File: src/rtl/lcd_timing_generator.sv
// LCD panel timing: pixel enable from a clock divider, raster position counters,
// and registered sync / data-enable / start-of-blanking outputs.
module lcd_timing_generator #(
   parameter int   DIVIDER  = 4,
   parameter int   H_ACTIVE = 800,
   parameter int   H_FRONT  = 40,
   parameter int   H_SYNC   = 48,
   parameter int   H_BACK   = 40,
   parameter int   V_ACTIVE = 480,
   parameter int   V_FRONT  = 13,
   parameter int   V_SYNC   = 3,
   parameter int   V_BACK   = 29,
   parameter logic HS_POL   = 1'b0,
   parameter logic VS_POL   = 1'b0
) (
   input  logic        clock,
   input  logic        reset,
   output logic        lcd_tick,
   output logic        lcd_clk,
   output logic        lcd_next_frame,
   output logic        lcd_data_enable,
   output logic        lcd_hs,
   output logic        lcd_vs,
   output logic [10:0] lcd_x,
   output logic [9:0]  lcd_y,
   output logic [15:0] frame_count
);

   localparam int H_TOTAL = H_ACTIVE + H_FRONT + H_SYNC + H_BACK;
   localparam int V_TOTAL = V_ACTIVE + V_FRONT + V_SYNC + V_BACK;
   localparam int DIV_W   = (DIVIDER > 2) ? $clog2(DIVIDER) : 1;

   localparam logic [DIV_W-1:0] DIV_LAST = DIV_W'(DIVIDER - 1);
   localparam logic [DIV_W-1:0] DIV_HALF = DIV_W'(DIVIDER / 2);

   localparam logic [10:0] H_LAST     = 11'(H_TOTAL - 1);
   localparam logic [10:0] H_ACT_END  = 11'(H_ACTIVE);
   localparam logic [10:0] HS_START   = 11'(H_ACTIVE + H_FRONT);
   localparam logic [10:0] HS_END     = 11'(H_ACTIVE + H_FRONT + H_SYNC);
   localparam logic [9:0]  V_LAST     = 10'(V_TOTAL - 1);
   localparam logic [9:0]  V_ACT_END  = 10'(V_ACTIVE);
   localparam logic [9:0]  VS_START   = 10'(V_ACTIVE + V_FRONT);
   localparam logic [9:0]  VS_END     = 10'(V_ACTIVE + V_FRONT + V_SYNC);

   generate
      if (DIVIDER < 2 || DIVIDER > 256) begin : g_bad_divider
         $error("lcd_timing_generator: DIVIDER must be in 2..256");
      end
      if (H_TOTAL > 2048) begin : g_bad_h_total
         $error("lcd_timing_generator: horizontal total exceeds 2048");
      end
      if (V_TOTAL > 1024) begin : g_bad_v_total
         $error("lcd_timing_generator: vertical total exceeds 1024");
      end
      if (H_ACTIVE < 1 || H_FRONT < 1 || H_SYNC < 1 || H_BACK < 1) begin : g_bad_h_param
         $error("lcd_timing_generator: horizontal timing values must be at least 1");
      end
      if (V_ACTIVE < 1 || V_FRONT < 1 || V_SYNC < 1 || V_BACK < 1) begin : g_bad_v_param
         $error("lcd_timing_generator: vertical timing values must be at least 1");
      end
   endgenerate

   logic [DIV_W-1:0] r_div;
   logic             r_tick;
   logic             r_clk;
   logic [10:0]      r_h;
   logic [9:0]       r_v;
   logic             r_de;
   logic             r_hs;
   logic             r_vs;
   logic             r_next_frame;
   logic [15:0]      r_frame_count;

   logic [DIV_W-1:0] w_div_next;
   logic [10:0]      w_h_next;
   logic [9:0]       w_v_next;
   logic             w_frame_start;

   always_comb begin
      w_div_next = (r_div == DIV_LAST) ? '0 : r_div + DIV_W'(1);
   end

   // Position only moves on the edge that closes a tick cycle; otherwise it holds.
   always_comb begin
      w_h_next = r_h;
      w_v_next = r_v;
      if (r_tick) begin
         if (r_h == H_LAST) begin
            w_h_next = '0;
            w_v_next = (r_v == V_LAST) ? '0 : r_v + 10'd1;
         end else begin
            w_h_next = r_h + 11'd1;
         end
      end
   end

   // Only a tick can land on (0, V_ACTIVE); the reset state sits there without a tick.
   always_comb begin
      w_frame_start = r_tick && (w_h_next == '0) && (w_v_next == V_ACT_END);
   end

   always_ff @(posedge clock or posedge reset) begin
      if (reset) begin
         r_div         <= '0;
         r_tick        <= 1'b0;
         r_clk         <= 1'b0;
         r_h           <= '0;
         r_v           <= V_ACT_END;
         r_de          <= 1'b0;
         r_hs          <= ~HS_POL;
         r_vs          <= ~VS_POL;
         r_next_frame  <= 1'b0;
         r_frame_count <= '0;
      end else begin
         r_div         <= w_div_next;
         r_tick        <= (w_div_next == '0);
         r_clk         <= (w_div_next >= DIV_HALF);
         r_h           <= w_h_next;
         r_v           <= w_v_next;
         r_de          <= (w_h_next < H_ACT_END) && (w_v_next < V_ACT_END);
         r_hs          <= ((w_h_next >= HS_START) && (w_h_next < HS_END)) ? HS_POL : ~HS_POL;
         r_vs          <= ((w_v_next >= VS_START) && (w_v_next < VS_END)) ? VS_POL : ~VS_POL;
         r_next_frame  <= w_frame_start;
         if (w_frame_start) begin
            r_frame_count <= r_frame_count + 16'd1;
         end
      end
   end

   assign lcd_tick        = r_tick;
   assign lcd_clk         = r_clk;
   assign lcd_next_frame  = r_next_frame;
   assign lcd_data_enable = r_de;
   assign lcd_hs          = r_hs;
   assign lcd_vs          = r_vs;
   assign lcd_x           = r_h;
   assign lcd_y           = r_v;
   assign frame_count     = r_frame_count;

endmodule

File: config.mk
export PLATFORM = sky130hd
export DESIGN_NAME = lcd_timing_generator
export DESIGN_NICKNAME = d
export VERILOG_FILES = /design/src/rtl/lcd_timing_generator.sv
export SDC_FILE = /design/constraint.sdc
export NUM_CORES = 1
export LEC_CHECK = 0
export CORE_MARGIN = 10
export CORE_UTILIZATION = 30
export CTS_CLUSTER_SIZE = 25
export DETAILED_ROUTE_END_ITERATION = 16
export GPL_ROUTABILITY_DRIVEN = 0
export REMOVE_ABC_BUFFERS = 1
export SYNTH_ARGS = -nofsm -noshare
export SYNTH_HDL_FRONTEND = slang
export SYNTH_SLANG_ARGS = --single-unit
File: constraint.sdc
create_clock -name clock -period 4.1 [get_ports clock]
set_clock_uncertainty 0.05 [all_clocks]
set_input_delay 1.23 -clock clock [delete_from_list [all_inputs] [get_ports clock]]
set_output_delay 1.23 -clock clock [all_outputs]
set_load 0.01 [all_outputs]
# Word-level counts from Yosys, hierarchy flattened
# Cells that the tools add are included.
[op_classes] n_reduce_logical=7 muxes=8 addsub=4 n_eq_ne=4 magnitude_cmp=7
[ops] cell="two-way mux 10 bit" count=3
[ops] cell="< comparator 11 x 10 -> 1 bit (second input constant)" count=2
[ops] cell="two-way mux 11 bit" count=2
[ops] cell="< comparator 10 x 9 -> 1 bit (second input constant)" count=2
[ops] cell="adder 16 x 1 -> 16 bit (second input constant)" count=1
[ops] cell="adder 11 x 1 -> 11 bit (second input constant)" count=1
[ops] cell="equality test 11 x 10 -> 1 bit (second input constant)" count=1
[ops] cell="greater-or-equal comparator 11 x 10 -> 1 bit (second input constant)" count=1
[ops] cell="logical NOT 11 bit" count=1
[ops] cell="adder 10 x 1 -> 10 bit (second input constant)" count=1
[ops] cell="equality test 10 bit (second input constant)" count=1
[ops] cell="equality test 10 x 9 -> 1 bit (second input constant)" count=1
[ops] cell="greater-or-equal comparator 10 x 9 -> 1 bit (second input constant)" count=1
[ops] cell="logical AND 1 bit" count=5
[ops] cell="adder 2 x 1 -> 2 bit (second input constant)" count=1
[ops] cell="equality test 2 bit (second input constant)" count=1
[ops] cell="greater-or-equal comparator 2 bit (second input constant)" count=1
[ops] cell="logical NOT 2 bit" count=1
[ops] cell="two-way mux 1 bit" count=2
[ops] cell="two-way mux 2 bit" count=1
[totals] out_inout_bits=43 register_bits=45 in_bits=2 wordCells=40

# Depth between registers and ports, before layout
[depth] depth_word=7 mapped_depth=11 ltp_nobuf=9

# Worst setup path after synthesis
# Ideal clock, no wire load.
[synth_timing] path_type="flip-flop to flip-flop" start="reg r_h[5] (netlist: lcd_x[5])" end="reg r_frame_count[4] (netlist: frame_count[4])" setup_slack_ns=0.928 stages_incl_launch_ff=12 n_path_buf=4 period_less_slack_ns=3.172 setup_time_ns=0.127 required_time_ns=3.923 t_arrival_ns=2.995 path_cell_list="dfrtp_1 -> buf_2 -> or4b_1 -> clkbuf_1 -> or4_4 -> buf_6 -> a311oi_2 -> o21ai_1 -> nor4_4 -> buf_6 -> nand3_1 -> xnor2_1"
[synth_via] elab_chain_cells=6 word_cells_on_any_way=10 cone_classes="1 x add/sub; 2 x eq/ne; 4 x mux; 3 x reduce/logical"
[synth_rtl] element="start: declaration" line="66" text="logic [10:0] r_h;"
[synth_rtl] element="start signal: assignment" line="118" text="r_h <= w_h_next;"
[synth_rtl] element="adder 11 x 1 -> 11 bit or equality test 11 x 10 -> 1 bit (tied branches)" line="92, 88"
[synth_rtl] element="two-way mux 11 bit" line="88" text="if (r_h == H_LAST) begin"
[synth_rtl] element="two-way mux 11 bit" line="87" text="if (r_tick) begin"
[synth_rtl] element="logical NOT 11 bit" line="99" text="w_frame_start = r_tick && (w_h_next == '0) && (w_v_next == V_ACT_END);"
[synth_rtl] element="logical AND 1 bit" line="99"
[synth_rtl] element="logical AND 1 bit *" line="99"
[synth_rtl] element="end signal: assignment" line="125" text="r_frame_count <= r_frame_count + 16'd1;"
[synth_rtl] element="end: declaration" line="72" text="logic [15:0] r_frame_count;"
# Every way passes the cells marked *; elsewhere a longest branch is shown, timed or not.
# A chain may end at the register's enable or synchronous reset.

# Worst setup path after layout
[layout_timing] start="reg r_h[0] (netlist: lcd_x[0])" end="reg r_frame_count[1] (netlist: frame_count[1])"
# The elaborated chain is that of the path after synthesis.

==> summary.md <==
| Metric | Value |
|---|---|
| Status | complete, no violations |
| Mean routed wirelength per cell | 16.5 µm |
| WS Path Type | reg2reg |
| RSZ-0062 raised after global routing | no |
| Max reg flops | 16 |
| HP Class | reg2reg |
| Sequential-to-total area share from yosys stat | between 40% and 50% |
| Post-synth top flop | dfrtp_1 |
| Max_slew headroom | a little under a third |
| H-tree Lvls | 2 |
| Final cell area excluding filler cells | 3210 µm² |
| Post-CTS setup buffers | 0 |
| Port Buffers | 44 |
| Ys async rst share | 100% |
| DR iter-0 viols | 81 |
| Placed cell areas | 3090 µm² |
| Final WL | between 6000 and 7000 µm |
| Pre-Repair DR Iteration Count | 5 |
| Fin crit share | 81.2% |
| Max Slew Vio Count | 0 |
| Largest net degree at the start of global routing | 30 |
| Fin crit period | 3.33 ns |
| Synth top area cells | dfrtp_1 37%, xnor2_1 7.5%, dfstp_2 6.1%, nand3_1 3.5%, nand4_1 3.2% |
| Worst Setup End Kind | flip-flop |
| HPWL after detailed placement | between 5000 and 6000 µm |
| Final Hold Viols | 0 |
| Clock tree buffer depth | 2 |
| Cell taking the most area after synthesis | dfrtp_1 |
| Number of CTS-inserted buffers | 5 |
| Fmax | about 300 MHz |
| Yosys top cell area share | 36.9% |
| Hold buffer count at cts | 0 |
| Root Driver | clkbuf_8 |
| DRC violations left | 0 |
| Sw power | 166 µW |
| Via count | approximately 2,200 |
| Pwr Density | 249 nW/µm² |
| CTS tree | yes |
| Post-CTS resize count | 0 |
| Ports | 45 |
| Max cap viols | 0 |
| Max VDD drop | between 150 and 200 µV |
| Diodes inserted | 0 |
| Synth Register Bits | 44 |
| Height of the die | 113 µm |
| Initial antenna violation count | 0 |
| Netlist cell types | 59 |
| Worst slew pin tran | 1.03 ns |
| Final setup vio count | 0 |
| Syn. warnings | 0 |
| Final core occ | 38.7% |
| Post-Synthesis Mean Instance Area | 9.48 µm² |
| Starting Density | just over 30% |
| Critical path fanouts, max | 16 |
| DIE WIDTH | 113 µm |
| First-pass GRT wire length | around 11,000 µm |
| Post-synth EDFFs | 0 |
| Die area | 12,700 µm² |
| Skew-Pair Late Insertion Delay | 0.30 ns |
| Top cells by count, synth | 38 x dfrtp_1, 22 x xnor2_1, 20 x nand2_1, 18 x nand3_1, 17 x nor2_1 |
| Post-Syn Instances | 272 |
| Worst path arrival time | 3.47 ns |
| Flop pwr share | 54.2% |
| Total gr overflow | 0 |
| Antenna viol nets, final | 0 |
| Setup TNS | 0 ns |
| # nets final | 317 |
| Share of cells above drive strength 1 | between 9 and 10% |
| # rows | 33 |
| Leak | 0.00122 µW |
| CP Data Required Time | 4.24 ns |
| Clock share of power | 44.6% |
| Top-count cell post-synth | dfrtp_1 |
| Total Routing Usage GR | 10.7% |
| Switch share | 20.8% |
| Core area | just over 8000 µm² |
| Clk slew on worst S/H paths | 0.09 ns |
| Clk sinks | 44 |
| Mapped cell area | 2580 µm² |
| P_int | 635 µW |
| Vias in the first global route | 2,217 |
| CP startpoint kind | flip-flop |
| Comb pwr share | ~1.3% |
| Area grow syn2layout | 24.6% |
| Vias/cell | 5.33 |
cells in the final DEF (no fill, tap or decap), types with 2 or more instances in the layout:
cell type	count
a211oi_1	2
a21oi_1	8
a31o_2	2
and2_1	5
and3_1	9
and3b_1	2
and4_1	3
buf_4	3
clkbuf_8	6
clkdlybuf4s50_1	44
dfrtp_1	38
dfstp_2	6
ha_1	6
inv_1	9
mux2i_1	2
nand2_1	20
nand2b_1	3
nand3_1	18
nand4_1	13
nand4b_1	2
nor2_1	17
nor2b_1	2
nor3_1	6
nor4_1	4
o211ai_1	2
o21ai_0	13
o2bb2ai_1	2
o311a_1	2
o41ai_1	2
or2_2	2
xnor2_1	22
xor2_1	5
routing by layer:
metal | vias up | wire length (µm) | global-route usage [%]
li1 | 1068 | - | -
met1 | 1088 | 3120 | 13.3
met2 | 50 | 3250 | 17.1
met3 | 6 | 417 | 4.01
met4 | 0 | 62 | 2.45
met5 | - | 0 | 0
worst paths after layout:
check,start,endpoint,slack [ns],cells past startpoint
worst min-delay path,r_div[0]$_DFF_PP0_,r_div[0]$_DFF_PP0_,0.42,1
max in group asynchronous,reset,lcd_hs$_DFF_PP1_,1.93,3
worst max-delay path,lcd_x[0]$_DFF_PP0_,frame_count[1]$_DFFE_PP0P_,0.77,8
min in group asynchronous,reset,frame_count[6]$_DFFE_PP0P_,1.30,2
worst min register to register,r_div[0]$_DFF_PP0_,r_div[0]$_DFF_PP0_,0.42,1
worst max register to register,lcd_x[0]$_DFF_PP0_,frame_count[1]$_DFFE_PP0P_,0.77,8
power by group through the flow:
stage	Clock, µW	Sequential, µW	Combinational [µW]
floorplan	0	442	6.31
global placement	0	442	10.9
detailed placement	0	442	11.3
CTS	373	434	11.2
global route	389	434	12.3
finish	357	434	10.0
cell families after synthesis:
group | after synthesis | share of synthesized area [%]
fa+ha+maj | 6 | 2.91
mux | 3 | 1.21
simple gates | 117 | 26.1
buf+inv | 27 | 4.61
compound gates | 48 | 13.1
flops | 44 | 43.0
xor+xnor | 27 | 9.17
area by class of cell:
class / instances / area, µm²
Clock inverter: 2 / 38.8
Inverter: 10 / 37.5
Tap cell: 105 / 131
Fill cell: 824 / 5090
Multi-Input combinational cell: 201 / 1350
Timing Repair Buffer: 47 / 463
Clock buffer: 6 / 82.6
Sequential cell: 44 / 1110
metrics by stage:
step                      setup slack (ns)  std cells  total power [µW]  hold WS (ns)
after floorplan                      0.856        255               449         0.374
after global placement               0.788        407               453         0.387
after detailed placement             0.778        407               454         0.412
after CTS                            0.777        415               818         0.425
after global routing                 0.588        415               835         0.455
final                                0.773        415               801         0.419
critical path: stages, from the launching register on:
cell and delay [ns]:
dfrtp_1 0.47, ha_1 0.34, nand2_1 0.24, or4_4 0.69, o311a_1 0.38, o22ai_1 0.41
nor4_4 0.09, buf_4 0.21, mux2_1 0.31
Power figures use the tool's default switching activity.
